--- src/rtl/dio_pin_engine_pkg.sv ---
// dio_pin_engine shared definitions
// Mode codes, synchroniser depth and field-slicing helper
package dio_pkg;

    localparam logic [2:0] MODE_CONST0 = 3'd0;
    localparam logic [2:0] MODE_CONST1 = 3'd1;
    localparam logic [2:0] MODE_PASS   = 3'd2;
    localparam logic [2:0] MODE_INV    = 3'd3;
    localparam logic [2:0] MODE_AND    = 3'd4;
    localparam logic [2:0] MODE_OR     = 3'd5;
    localparam logic [2:0] MODE_DIV    = 3'd6;
    localparam logic [2:0] MODE_PULSE  = 3'd7;

    localparam int SYNC_STAGES = 2;

    // Pull field idx of width w out of a flattened bus (LSB = field 0)
    function automatic logic [15:0] get_field(
        input logic [255:0] bus,
        input int           idx,
        input int           w
    );
        logic [255:0] s;
        logic [255:0] m;
        s = bus >> (idx * w);
        m = (256'(1) << w) - 256'(1);
        return 16'(s & m);
    endfunction

endpackage

--- src/rtl/dio_pin_engine_if.sv ---
// dio_pin_engine register-side bus
// Per-output configuration in, per-input status out
interface dio_pin_engine_if #(
    parameter int N_IN    = 8,
    parameter int N_OUT   = 8,
    parameter int SEL_W   = 4,
    parameter int PULSE_W = 8,
    parameter int COUNT_W = 16
);

    logic [3*N_OUT-1:0]     mode_cfg;
    logic [SEL_W*N_OUT-1:0] src_a_cfg;
    logic [SEL_W*N_OUT-1:0] src_b_cfg;
    logic [PULSE_W-1:0]     pulse_len;
    logic                   count_clr;
    logic [COUNT_W*N_IN-1:0] edge_count;
    logic [N_IN-1:0]        din_filt;

    modport master (
        output mode_cfg,
        output src_a_cfg,
        output src_b_cfg,
        output pulse_len,
        output count_clr,
        input  edge_count,
        input  din_filt
    );

    modport slave (
        input  mode_cfg,
        input  src_a_cfg,
        input  src_b_cfg,
        input  pulse_len,
        input  count_clr,
        output edge_count,
        output din_filt
    );

endinterface

--- src/rtl/dio_in_filter.sv ---
// dio_in_filter: one input pin
// Two-flop synchroniser, optional debounce, rising-edge detect
module dio_in_filter
    import dio_pkg::*;
#(
    parameter int DEBOUNCE_LEN = 0
) (
    input  logic clk,
    input  logic rst_n,
    input  logic din,
    output logic level,
    output logic rise
);

    logic [SYNC_STAGES-1:0] sync;
    logic                   synced;
    logic                   prev;

    assign synced = sync[SYNC_STAGES-1];

    // Metastability synchroniser for the asynchronous pin
    always_ff @(posedge clk or negedge rst_n) begin
        if (!rst_n) sync <= '0;
        else        sync <= {sync[SYNC_STAGES-2:0], din};
    end

    generate
        if (DEBOUNCE_LEN == 0) begin : g_bypass
            // No filtering: register the synced level once
            always_ff @(posedge clk or negedge rst_n) begin
                if (!rst_n) level <= 1'b0;
                else        level <= synced;
            end
        end else begin : g_debounce
            localparam int CW = $clog2(DEBOUNCE_LEN + 1);
            localparam logic [CW-1:0] LAST = CW'(DEBOUNCE_LEN - 1);

            logic [CW-1:0] cnt;

            // Accept a new level only after it has held for the full window
            always_ff @(posedge clk or negedge rst_n) begin
                if (!rst_n) begin
                    cnt   <= '0;
                    level <= 1'b0;
                end else if (synced != level) begin
                    if (cnt == LAST) begin
                        cnt   <= '0;
                        level <= synced;
                    end else begin
                        cnt <= cnt + 1'b1;
                    end
                end else begin
                    cnt <= '0;
                end
            end
        end
    endgenerate

    // Previous filtered level for edge detection
    always_ff @(posedge clk or negedge rst_n) begin
        if (!rst_n) prev <= 1'b0;
        else        prev <= level;
    end

    assign rise = level & ~prev;

endmodule

--- src/rtl/dio_pin_engine.sv ---
// dio_pin_engine: programmable digital-I/O pin processor
// Filtered inputs, edge counters, per-output mode muxes
module dio_pin_engine
    import dio_pkg::*;
#(
    parameter int N_IN         = 8,
    parameter int N_OUT        = 8,
    parameter int SEL_W        = 4,
    parameter int CNT_W        = 8,
    parameter int DEBOUNCE_LEN = 0,
    parameter int PULSE_W      = 8,
    parameter int COUNT_W      = 16
) (
    input  logic             clk,
    input  logic             reset,
    input  logic [N_IN-1:0]  din,
    output logic [N_OUT-1:0] dout,
    dio_pin_engine_if.slave  bus
);

    localparam int PAD_W  = 2 ** SEL_W;
    localparam int DIV_IW = (CNT_W > 1) ? $clog2(CNT_W) : 1;

    logic [1:0]         rst_q;
    logic               rst_n;
    logic [N_IN-1:0]    level;
    logic [N_IN-1:0]    rise;
    logic [PAD_W-1:0]   level_pad;
    logic [PAD_W-1:0]   rise_pad;
    logic [CNT_W-1:0]   div_cnt;
    logic [COUNT_W-1:0] cnt_q [N_IN];

    // Asynchronous assert, synchronous release of the internal reset
    always_ff @(posedge clk or negedge reset) begin
        if (!reset) rst_q <= '0;
        else        rst_q <= {rst_q[0], 1'b1};
    end

    assign rst_n = rst_q[1];

    genvar gi;
    generate
        for (gi = 0; gi < N_IN; gi++) begin : g_in
            dio_in_filter #(
                .DEBOUNCE_LEN(DEBOUNCE_LEN)
            ) u_filter (
                .clk  (clk),
                .rst_n(rst_n),
                .din  (din[gi]),
                .level(level[gi]),
                .rise (rise[gi])
            );

            assign bus.edge_count[gi*COUNT_W +: COUNT_W] = cnt_q[gi];
        end
    endgenerate

    assign bus.din_filt = level;

    // Zero-padded views so out-of-range selects read 0
    always_comb begin
        level_pad = '0;
        rise_pad  = '0;
        level_pad[N_IN-1:0] = level;
        rise_pad[N_IN-1:0]  = rise;
    end

    // Free-running divider source
    always_ff @(posedge clk or negedge rst_n) begin
        if (!rst_n) div_cnt <= '0;
        else        div_cnt <= div_cnt + 1'b1;
    end

    // Saturating rising-edge counters; clear dominates
    always_ff @(posedge clk or negedge rst_n) begin
        if (!rst_n) begin
            for (int i = 0; i < N_IN; i++) cnt_q[i] <= '0;
        end else begin
            for (int i = 0; i < N_IN; i++) begin
                if (bus.count_clr)
                    cnt_q[i] <= '0;
                else if (rise[i] && (cnt_q[i] != '1))
                    cnt_q[i] <= cnt_q[i] + 1'b1;
            end
        end
    end

    genvar go;
    generate
        for (go = 0; go < N_OUT; go++) begin : g_out
            logic [2:0]         mode;
            logic [SEL_W-1:0]   sa;
            logic [SEL_W-1:0]   sb;
            logic               a;
            logic               b;
            logic               ra;
            logic [DIV_IW-1:0]  di;
            logic [PULSE_W-1:0] tmr;
            logic [PULSE_W-1:0] tmr_nx;
            logic               term;
            logic               out_q;

            // Decode this output's fields and operands
            always_comb begin
                mode = 3'(get_field(256'(bus.mode_cfg), go, 3));
                sa   = SEL_W'(get_field(256'(bus.src_a_cfg), go, SEL_W));
                sb   = SEL_W'(get_field(256'(bus.src_b_cfg), go, SEL_W));
                a    = level_pad[sa];
                b    = level_pad[sb];
                ra   = rise_pad[sa];
                di   = DIV_IW'(int'(sa) % CNT_W);
            end

            // One-shot timer; idle outside pulse mode
            always_comb begin
                tmr_nx = '0;
                if (mode == MODE_PULSE) begin
                    if (ra)
                        tmr_nx = bus.pulse_len;
                    else if (tmr != '0)
                        tmr_nx = tmr - 1'b1;
                end
            end

            // Select the output term for the current mode
            always_comb begin
                term = 1'b0;
                unique case (mode)
                    MODE_CONST0: term = 1'b0;
                    MODE_CONST1: term = 1'b1;
                    MODE_PASS:   term = a;
                    MODE_INV:    term = ~a;
                    MODE_AND:    term = a & b;
                    MODE_OR:     term = a | b;
                    MODE_DIV:    term = div_cnt[di];
                    MODE_PULSE:  term = (tmr_nx != '0);
                    default:     term = 1'b0;
                endcase
            end

            // Register timer and pin output
            always_ff @(posedge clk or negedge rst_n) begin
                if (!rst_n) begin
                    tmr   <= '0;
                    out_q <= 1'b0;
                end else begin
                    tmr   <= tmr_nx;
                    out_q <= term;
                end
            end

            assign dout[go] = out_q;
        end
    endgenerate

endmodule

--- src/flat_wrapper.sv ---
// flat-port wrapper written by rule: the top's interface ports become plain ports
module dio_pin_engine_flat import dio_pkg::*;
#(
    parameter int N_IN         = 8,
    parameter int N_OUT        = 8,
    parameter int SEL_W        = 4,
    parameter int CNT_W        = 8,
    parameter int DEBOUNCE_LEN = 0,
    parameter int PULSE_W      = 8,
    parameter int COUNT_W      = 16
)
  (clk, reset, din, dout, bus_mode_cfg, bus_src_a_cfg, bus_src_b_cfg, bus_pulse_len, bus_count_clr, bus_edge_count, bus_din_filt);
  dio_pin_engine_if #(.N_IN(N_IN), .N_OUT(N_OUT), .SEL_W(SEL_W), .PULSE_W(PULSE_W), .COUNT_W(COUNT_W)) bus_i ();
  input  logic clk;
  input  logic reset;
  input  logic [N_IN-1:0] din;
  output logic [N_OUT-1:0] dout;
  input wire logic [$bits(bus_i.mode_cfg)-1:0] bus_mode_cfg;
  input wire logic [$bits(bus_i.src_a_cfg)-1:0] bus_src_a_cfg;
  input wire logic [$bits(bus_i.src_b_cfg)-1:0] bus_src_b_cfg;
  input wire logic [$bits(bus_i.pulse_len)-1:0] bus_pulse_len;
  input wire logic [$bits(bus_i.count_clr)-1:0] bus_count_clr;
  output wire logic [$bits(bus_i.edge_count)-1:0] bus_edge_count;
  output wire logic [$bits(bus_i.din_filt)-1:0] bus_din_filt;
  assign bus_i.mode_cfg = bus_mode_cfg;
  assign bus_i.src_a_cfg = bus_src_a_cfg;
  assign bus_i.src_b_cfg = bus_src_b_cfg;
  assign bus_i.pulse_len = bus_pulse_len;
  assign bus_i.count_clr = bus_count_clr;
  assign bus_edge_count = bus_i.edge_count;
  assign bus_din_filt = bus_i.din_filt;
  dio_pin_engine #(.N_IN(N_IN), .N_OUT(N_OUT), .SEL_W(SEL_W), .CNT_W(CNT_W), .DEBOUNCE_LEN(DEBOUNCE_LEN), .PULSE_W(PULSE_W), .COUNT_W(COUNT_W)) u_core (.clk(clk), .reset(reset), .din(din), .dout(dout), .bus(bus_i));
endmodule
--- config.mk ---
export PLATFORM = sky130hd
export DESIGN_NAME = dio_pin_engine_flat
export DESIGN_NICKNAME = d
export VERILOG_FILES = /design/src/rtl/dio_pin_engine_pkg.sv /design/src/rtl/dio_pin_engine_if.sv /design/src/rtl/dio_in_filter.sv /design/src/rtl/dio_pin_engine.sv /design/src/flat_wrapper.sv
export SDC_FILE = /design/constraint.sdc
export NUM_CORES = 1
export LEC_CHECK = 0
export ABC_CLOCK_PERIOD_IN_PS = 12300
export BUFFER_PORTS_ARGS = -buffer_cell sky130_fd_sc_hd__buf_2
export CORE_MARGIN = 1
export CORE_UTILIZATION = 62
export CTS_CLUSTER_SIZE = 14
export DETAILED_ROUTE_END_ITERATION = 12
export PLACE_DENSITY = 0.85
export SLEW_MARGIN = 20
export SYNTH_ARGS = -nofsm -noshare
export SYNTH_HDL_FRONTEND = slang
export SYNTH_SLANG_ARGS = --single-unit
--- constraint.sdc ---
create_clock -name clk -period 12.3 [get_ports clk]
set_clock_uncertainty 0.05 [all_clocks]
set_input_delay 0.615 -clock clk [delete_from_list [all_inputs] [get_ports clk]]
set_output_delay 0.615 -clock clk [all_outputs]
set_load 0.02 [all_outputs]
After elaboration in Yosys (flattened, before gate mapping)
Cells that the tools add are included.
- add/sub/neg operators: 17
- $lt $le $gt $ge: 24
- equality and inequality tests: 64
- multiplexer cells: 112
- bitwise logic cells: 40
- reduce and logical (&&, ||, !) cells: 40
- operator list (cell ; count):
    16-bit 2-to-1 mux ; 16
    8-bit 2-to-1 mux ; 24
    16-bit by 1-bit adder with 16-bit output (second input constant) ; 8
    16-bit != test (second input constant) ; 8
    8-bit nonzero test ; 16
    1-bit binary-select mux with 4-bit select ; 24
    3-bit equality test (second input constant) ; 32
    4-bit by 5-bit less-than comparator with 1-bit output (second input constant) ; 16
    1-bit case mux with 8 select lines ; 8
    8-bit by 1-bit subtractor with 8-bit output (second input constant) ; 8
    3-bit by 2-bit equality test with 1-bit output (second input constant) ; 16
    3-bit by 4-bit less-than comparator with 1-bit output (second input constant) ; 8
    1-bit 2-to-1 mux ; 32
    1-bit binary-select mux with 3-bit select ; 8
    3-bit by 1-bit equality test with 1-bit output (second input constant) ; 8
    3-bit logical NOT ; 8
    1-bit AND ; 16
    1-bit NOT ; 16
    2-bit nonzero test ; 8
    8-bit by 1-bit adder with 8-bit output (second input constant) ; 1
    1-bit logical AND ; 8
    1-bit bitwise OR ; 8
- register bits: 242
- word-level logic and storage cells: 347

Longest topological paths before layout
Gate-level depths: netlist of the first run.
- depth after elaboration: 8
- depth in mapped cells: 9
- mapped depth without buffers: 8

By module
Synthesis of the first run repeated with hierarchy kept, for this count alone.
- cell total of the unflattened synthesis: 1495
- area total of the unflattened synthesis: 14717.9 um^2
- modules (own cells, without submodules) (module ; times used ; cells each ; area an instance (um^2) ; sequential area each (um^2)):
    dio_pin_engine ; 1 ; 1455 ; 13807.0 ; 5255.0
    dio_in_filter ; 8 ; 5 ; 113.9 ; 100.1

Least setup slack after synthesis of the first run
Ideal clock, no wire load.
- kind: input port to flip-flop
- from: in bus_src_a_cfg[14]
- to: reg u_core.g_out[3].out_q
- library setup time: 139 ps
- arrival: 2444 ps
- data required time: 12111 ps
- slack: 9667 ps
- stages on the path: 6
- buffers on the path: 1
- cell sequence: clkbuf_1 -> mux4_2 -> a221oi_4 -> mux2i_1 -> a21oi_1 -> or4_1
- longest elaborated chain between the ends: 6
- ends and longest elaborated chain (what ; line ; RTL):
    from (decl) ; flat_wrapper.sv:19 ; input wire logic [$bits(bus_i.src_a_cfg)-1:0] bus_src_a_cfg;
    1-bit binary-select mux with 4-bit select ; dio_pin_engine.sv:110 ; ra = rise_pad[sa];
    1-bit 2-to-1 mux (not written as such) ; dio_pin_engine.sv:110 ;
    8-bit 2-to-1 mux ; dio_pin_engine.sv:118 ; if (ra)
    8-bit 2-to-1 mux ; dio_pin_engine.sv:117 ; if (mode == MODE_PULSE) begin
    8-bit nonzero test ; dio_pin_engine.sv:136 ; MODE_PULSE: term = (tmr_nx != '0);
    1-bit case mux with 8 select lines (*) ; dio_pin_engine.sv:128 ; unique case (mode)
    net u_core.g_out[3].term ; dio_pin_engine.sv:100 ; logic term;
    to (signal assigned) ; dio_pin_engine.sv:148 ; out_q <= term;
    to (decl) ; dio_pin_engine.sv:101 ; logic out_q;
The timed path passes the listed nets; every way through them passes the cells marked *. The select of a mux whose other input is x is not followed.
A chain may end at the register's enable or synchronous reset.

Worst setup path after layout of the first run
- from: reg u_core.g_in[7].u_filter.level
- to: reg u_core.g_out[4].out_q
- longest elaborated chain between the ends: 7
- ends and longest elaborated chain (what ; line ; RTL):
    from (decl) ; dio_in_filter.sv:11 ; output logic level,
    from (signal assigned) ; dio_in_filter.sv:32 ; else level <= synced;
    1-bit AND ; dio_in_filter.sv:65 ; assign rise = level & ~prev;
    1-bit binary-select mux with 4-bit select ; dio_pin_engine.sv:110 ;
    1-bit 2-to-1 mux (not written as such) ; dio_pin_engine.sv:110 ;
    8-bit 2-to-1 mux ; dio_pin_engine.sv:118 ;
    8-bit 2-to-1 mux ; dio_pin_engine.sv:117 ;
    8-bit nonzero test ; dio_pin_engine.sv:136 ;
    1-bit case mux with 8 select lines (*) ; dio_pin_engine.sv:128 ;
    net u_core.g_out[4].term ; dio_pin_engine.sv:100 ;
    to (signal assigned) ; dio_pin_engine.sv:148 ;
    to (decl) ; dio_pin_engine.sv:101 ;
Marked as above.

==> results of run 1 <==
## cells by family (layout without fill, tap and decap cells)
| logic type | after synthesis | in the layout | share of synthesized area (%) |
|---|---|---|---|
| muxes | 122 | 122 | 14.0 |
| AOI/OAI and AO/OA | 186 | 186 | 8.03 |
| adders and majority gates | 25 | 25 | 2.15 |
| buffers and inverters | 132 | 349 | 4.08 |
| other | 1 | 16 | 0.0258 |
| DFF | 242 | 242 | 41.7 |
| xor gates and xnor gates | 139 | 139 | 8.38 |
| and+or+nand+nor | 622 | 622 | 21.6 |
## Yosys cell counts (13+ instances only)
master / instances
ha_1: 25
dfrtp_1: 242
xor2_1: 78
nand2_1: 110
nor3b_1: 13
mux2i_1: 46
or3_1: 53
mux2_2: 13
and4_1: 19
and3_1: 16
inv_1: 48
mux4_2: 60
clkbuf_1: 51
o21ai_0: 34
nand3_1: 71
nor3_1: 36
and2_1: 13
a21oi_1: 83
buf_4: 17
nor4_1: 19
nand4_1: 33
xnor2_1: 61
nor2b_1: 14
nor2_1: 188
## per-stage QoR
stage / util (%) / hold slack (ns) / total power (uW)
final: 73.3 / 0.130 / 1900
after global routing: 73.2 / 0.106 / 1970
after CTS: 73.1 / 0.113 / 1900
after detailed placement: 69.3 / 0.285 / 1130
after global placement: 69.3 / 0.281 / 1120
after floorplan: - / 0.269 / 1050
## routing by layer
layer	routed length, um	GRT usage (%)	up-vias	share of wire, %
met5	27	0	-	0.068
met4	1630	13.2	4	4.1
met3	4120	8.72	128	10
met2	18700	52.7	627	47
met1	15400	42.7	6081	39
li1	-	-	5664	-
## power breakdown
part | total [uW] | switching, uW | internal (uW)
clock network | 777 | 324 | 453
registers | 841 | 25.5 | 816
logic | 282 | 162 | 120
total | 1900 | 512 | 1390
## critical path, cell delays in order (launching register included)
cell,delay (ns)
dfrtp_1,0.75
nor2b_1,0.85
mux4_2,0.41
mux2i_1,0.09
nor2_1,0.77
mux2_2,0.41
o211ai_1,0.17
## how the worst min path moves through the flow
| stage | end | slack (ns) | cells after the start |
|---|---|---|---|
| 2_1_floorplan | u_core.rst_q[0] | 0.27 | 0 |
| 5_1_grt | u_core.g_in[2].u_filter.sync[0] | 0.11 | 1 |
| 3_5_place_dp | u_core.g_in[2].u_filter.level | 0.28 | 0 |
| 4_1_cts | u_core.g_in[7].u_filter.sync[0] | 0.11 | 1 |
| 6_report | u_core.g_in[5].u_filter.sync[0] | 0.13 | 1 |
| 3_3_place_gp | u_core.g_in[3].u_filter.level | 0.28 | 0 |
## layout make-up
type	instances	share of cell area (%)
multi-input combinational	1095	47.2
sequential	242	36.3
timing repair buffer	255	7.75
clock buffer	39	4.61
tap	313	2.35
inverter	48	1.08
clock inverter	7	0.510
antenna	15	0.225
## timing repair
action | 4_1_cts | 5_1_grt
endpoints found under the hold margin | 2 | 0
endpoints found under the setup margin | 0 | 0
hold buffers | 1 | 0
## registers in the layout, indices dropped and copies added, names as in the netlist
name,count
u_core.g_out.tmr,64
u_core.bus.edge_count,128
u_core.g_in.u_filter.sync,16
u_core.g_in.u_filter.prev,8
u_core.div_cnt,8
u_core.rst_q,2
u_core.g_out.out_q,8
u_core.g_in.u_filter.level,8
==> summary.md, run 1 <==
| Metric | Value |
|---|---|
| Syn Area/Cell | 9.89 um^2 |
| Pre-CTS setup slack | 8.79 ns |
| Overflow after GRT | 0 |
| CTS Root Cell | clkbuf_16 |
| RSZ-0062 raised after global routing | false |
| Setup_tns | 0 ns |
| Worst R2R End | u_core.g_out[4].out_q |
| # DRC | 0 |
| CTS clk-pin slew, worst paths | 0.06 ns |
| Slew Limit Headroom | 26.3% |
| Main synth FF type | dfrtp_1 |
| I/O pin count | 251 |
| Register Area | 6060 um^2 |
| H-tree depth | 1 |
| Max-cap check violation count | 0 |
| I/O Buffers | 250 |
| CP endpoint kind | flip-flop |
| Gate Count Post-Synth | 1469 |
| Worst vdd ir | 0.0929 mV |
| PostCTS Resize Cnt | 0 |
| Placed cell areas | 15800 um^2 |
| Post-Route WL | 39900 um |
| Fmax | 279 MHz |
| R2R depth | 6 |
| Yosys cell types | 61 |
| Final Cell Area | 16700 um^2 |
| Max-slew violation count | 0 |
| Synthesized cell area | 14500 um^2 |
| Commonest cells after routing, fill and taps aside | 249 x buf_2, 241 x dfrtp_1, 188 x nor2_1, 110 x nand2_1, 83 x a21oi_1 |
| Chip height | 155 um |
| Fin cells | 2014 |
| Crit share post-route | 29.2% |
| Syn. warnings | 0 |
| Longest Clk Path Bufs | 3 |
| Hold path start | din[5] |
| Setup violators final | 0 |
| Fillers | 1620 |
| Clock Sinks | 242 |
| RePlAce Congestion | 1.00 |
| Setup WS post-layout | 8.71 ns |
| Starting density of the core | 63.8% |
| WP data required | 12.70 ns |
| Syn nets | 1601 |
| Setup bufs post-CTS | 0 |
| Vias | 12500 |
| Min cycle time layout | 3.59 ns |
| CP Launch Type | flip-flop |
| Commonest non-fill, non-tap cell in the layout | buf_2 |
| Core area | 22800 um^2 |
| CTS tree | built |
| Worst Setup SP | u_core.g_in[7].u_filter.level |
| Arrival @ worst endpoint | 3.99 ns |
| Chip Width | 155 um |
| Nets@finish | 1800 |
| DR pass1 iterations | 7 |
| DIE AREA | 24000 um^2 |
| Top cells by area, synth | dfrtp_1 42%, mux4_2 9.3%, nor2_1 4.9% |
| Post-synth EDFFs | 0 |
| CP Class | flip-flop to flip-flop |
| Initial antenna violation count | 14 |
| Largest net degree at the start of global routing | 108 |
| Outcome | finished, final reports clean |
| Latest clock arrival within the worst-skew pair | 0.54 ns |
| Final hold violation count | 0 |
| Slew @ Worst Pin | 1.09 ns |
| FF-to-FF setup slack | 8.71 ns |
| First-pass GRT wire length | 62300 um |
| RR Startpoint | u_core.g_in[7].u_filter.level |
| Post-Place Cells | 1952 |
| Post-synth top area cell | dfrtp_1 |
| Fraction of layout instances using a drive strength above 1 | 22.7% |
| CTS buffer count | 26 |
| Share of the synthesized area in the top cell type | 41.7% |
| DR WL/cell | 19.8 um |
| Iteration-0 DRC Markers | 1235 |
| Multi-input gate area in the final layout | 7880 um^2 |
| Worst setup path endpoint | u_core.g_out[4].out_q |
| Area delta synth->final | 15.0% |
| Share of the yosys chip area belonging to registers | 41.7% |
| Vias per Instance | 6.21 |
| DP HPWL | 27600 um |
| CP Max Fanout | 21 |
| Total Routing Usage GR | 32.9% |
| Vias in the first global route | 11900 |
| Pwr Density | 114 nW/um^2 |
| Register bit total from synthesis | 242 |
| Async SR Flop Fraction | 100% |
| Post-route ant nets | 0 |
| Worst Hold Class | input port to flip-flop |
| Floorplan row count | 55 |
| Leakage | 0.00764 uW |
(Power assumes the default switching activity.)
==> run 2: changes to the inputs <==
- ABC_CLOCK_PERIOD_IN_PS: 12300 -> 3300
- CORE_UTILIZATION: 62 -> 52
- PLACE_DENSITY: 0.85 -> 0.76
- clock period: 12.3 -> 3.3 ns (I/O delays scaled with it)
==> run 2 against run 1 <==
  * Wire length rose by 0.58%
  * Sequential power grew to 3.7 times the previous value
  * Critical path type unchanged
  * Power increased to 4.0 times the previous value
  * Count of clock-buffer cells in the layout decreased by 1
==> summary.md, run 2 (same netlist as run 1, synthesis figures left out) <==
| Metric | Value |
|---|---|
| Setup WS post-layout | 0.268 ns |
| Longest Clk Path Bufs | 3 |
| Nets@finish | 1863 |
| Setup_tns | 0 ns |
| Leakage | 0.00798 uW |
| # DRC | 0 |
| Core area | 27200 um^2 |
| Latest clock arrival within the worst-skew pair | 0.54 ns |
| Crit-path cells | nor2b_1 -> mux4_2 -> a22o_2 -> mux2i_1 -> a311oi_1 -> dlygate4sd3_1 -> nand4b_1 |
| Switching power share of the total | 25.8% |
| Iteration-0 DRC Markers | 1271 |
| Slew @ Worst Pin | 0.980 ns |
| Largest net degree at the start of global routing | 115 |
| Starting density of the core | 53.4% |
| Total Routing Usage GR | 28.0% |
| Placed cell areas | 16000 um^2 |
| Overflow after GRT | 0 |
| CTS clk-pin slew, worst paths | 0.06 ns |
| Internal cell power | 5670 uW |
| Chip height | 169 um |
| Clk network pwr share | 44.4% |
| Initial antenna violation count | 14 |
| CTS buffer count | 28 |
| CP Launch Type | flip-flop |
| Arrival @ worst endpoint | 3.39 ns |
| Area delta synth->final | 20.6% |
| Post-Route WL | 40100 um |
| Pre-CTS setup slack | 0.445 ns |
| First-pass GRT wire length | 63700 um |
| Chip Width | 169 um |
| WP data required | 3.66 ns |
| Hold path depth | 4 |
| CP Max Fanout | 18 |
| I/O pin count | 251 |
| Net Sw Power | 1970 uW |
| Vias | 12600 |
| Largest register FFs | 128 |
| Floorplan row count | 60 |
| Final hold violation count | 0 |
| CP Class | flip-flop to flip-flop |
| RSZ-0062 raised after global routing | false |
| Max-cap check violation count | 0 |
| Commonest cells after routing, fill and taps aside | 249 x buf_2, 241 x dfrtp_1, 188 x nor2_1, 110 x nand2_1, 83 x a21oi_1 |
| Fraction of layout instances using a drive strength above 1 | 23.1% |
| Worst Hold Class | input port to flip-flop |
| Worst vdd ir | 0.338 mV |
| Outcome | finished, final reports clean |
| R2R depth | 7 |
| Slew Limit Headroom | 34.4% |
| Combinational power share | 14.9% |
| Setup violators final | 0 |
| Setup bufs post-CTS | 0 |
| DP HPWL | 28100 um |
| DR WL/cell | 18.8 um |
| Commonest non-fill, non-tap cell in the layout | buf_2 |
| I/O Buffers | 250 |
| Vias per Instance | 5.89 |
| DIE AREA | 28600 um^2 |
| Fmax | 330 MHz |
| Critical-path top delay cell | dlygate4sd3_1 |
| H-tree depth | 1 |
| Pwr Density | 436 nW/um^2 |
| Clock Sinks | 242 |
| Vias in the first global route | 12100 |
| DR pass1 iterations | 5 |
| Seq pwr share | 40.7% |
| Min cycle time layout | 3.03 ns |
| Max-slew violation count | 0 |
| Final Cell Area | 17500 um^2 |
| RePlAce Congestion | 0.950 |
| CTS Root Cell | clkbuf_16 |
| CTS tree | built |
| Post-route ant nets | 0 |
| Max stage delay on crit path | 0.57 ns |
| Crit share post-route | 91.9% |
| CP endpoint kind | flip-flop |
[run 2: power by group through the flow]
stage          clock, uW  sequential (uW)  combinational [uW]
6_report            3390             3110                1140
5_1_grt             3590             3120                1240
4_1_cts             3440             3110                1130
3_5_place_dp           0             3160                1080
3_3_place_gp           0             3160                1060
2_1_floorplan          0             3200                 726
[run 2: area by class of cell]
| type | instances | area [um^2] |
|---|---|---|
| repair buffers | 316 | 1890 |
| flip-flops and latches | 242 | 6060 |
| clock buffers | 38 | 779 |
| fillers | 2181 | 9660 |
| multi-input cells | 1095 | 7880 |
| inverters | 48 | 180 |
| well taps | 372 | 465 |
| diodes | 11 | 27.5 |
| clock inverters | 13 | 230 |
[run 2: what timing repair did]
action                                  in CTS  in global routing
resized for setup                            0                  1
hold buffers                                43                  0
endpoints found under the setup margin       0                  1
hold endpoints to repair                    73                  0
[run 2: stage by stage]
stage | utilization [%] | hold WS (ns) | power [uW] | instances
after floorplan | - | -0.181 | 3930 | 1469
after global placement | 59.0 | -0.0915 | 4220 | 2030
after global routing | 64.4 | 0.0472 | 7940 | 2132
after CTS | 64.3 | 0.00487 | 7680 | 2124
after detailed placement | 59.0 | -0.0867 | 4240 | 2030
final | 64.4 | 0.0295 | 7640 | 2135
[run 2: path summary, 6_finish.rpt]
kind                       slack (ns)                          start                endpoint
max                              0.27  u_core.g_in[0].u_filter.level   u_core.g_out[2].out_q
min reg2reg                      0.20                u_core.rst_q[1]  u_core.g_out[4].tmr[2]
max reg2reg                      0.27  u_core.g_in[0].u_filter.level   u_core.g_out[2].out_q
min in group asynchronous        0.20                u_core.rst_q[1]  u_core.g_out[4].tmr[2]
min                              0.03              bus_src_b_cfg[31]   u_core.g_out[7].out_q
max in group asynchronous        2.10                u_core.rst_q[1]  u_core.g_out[2].tmr[0]
[run 2: worst max-delay path, delay by kind of cell, from the launching register on]
kind	cells	cell delay, ns
simple gates	2	0.64
compound gates	2	0.59
mux	2	0.48
buf+inv	1	0.57
flops	1	0.56
[run 2: routing by layer]
| metal | up-vias | track usage (%) | routed length [um] | share of wire, % |
|---|---|---|---|---|
| li1 | 5797 | - | - | - |
| met2 | 532 | 43.7 | 18600 | 46 |
| met5 | - | 0 | 41 | 0.10 |
| met1 | 6125 | 37.4 | 16300 | 41 |
| met4 | 6 | 11.5 | 1510 | 3.8 |
| met3 | 114 | 6.99 | 3640 | 9.1 |
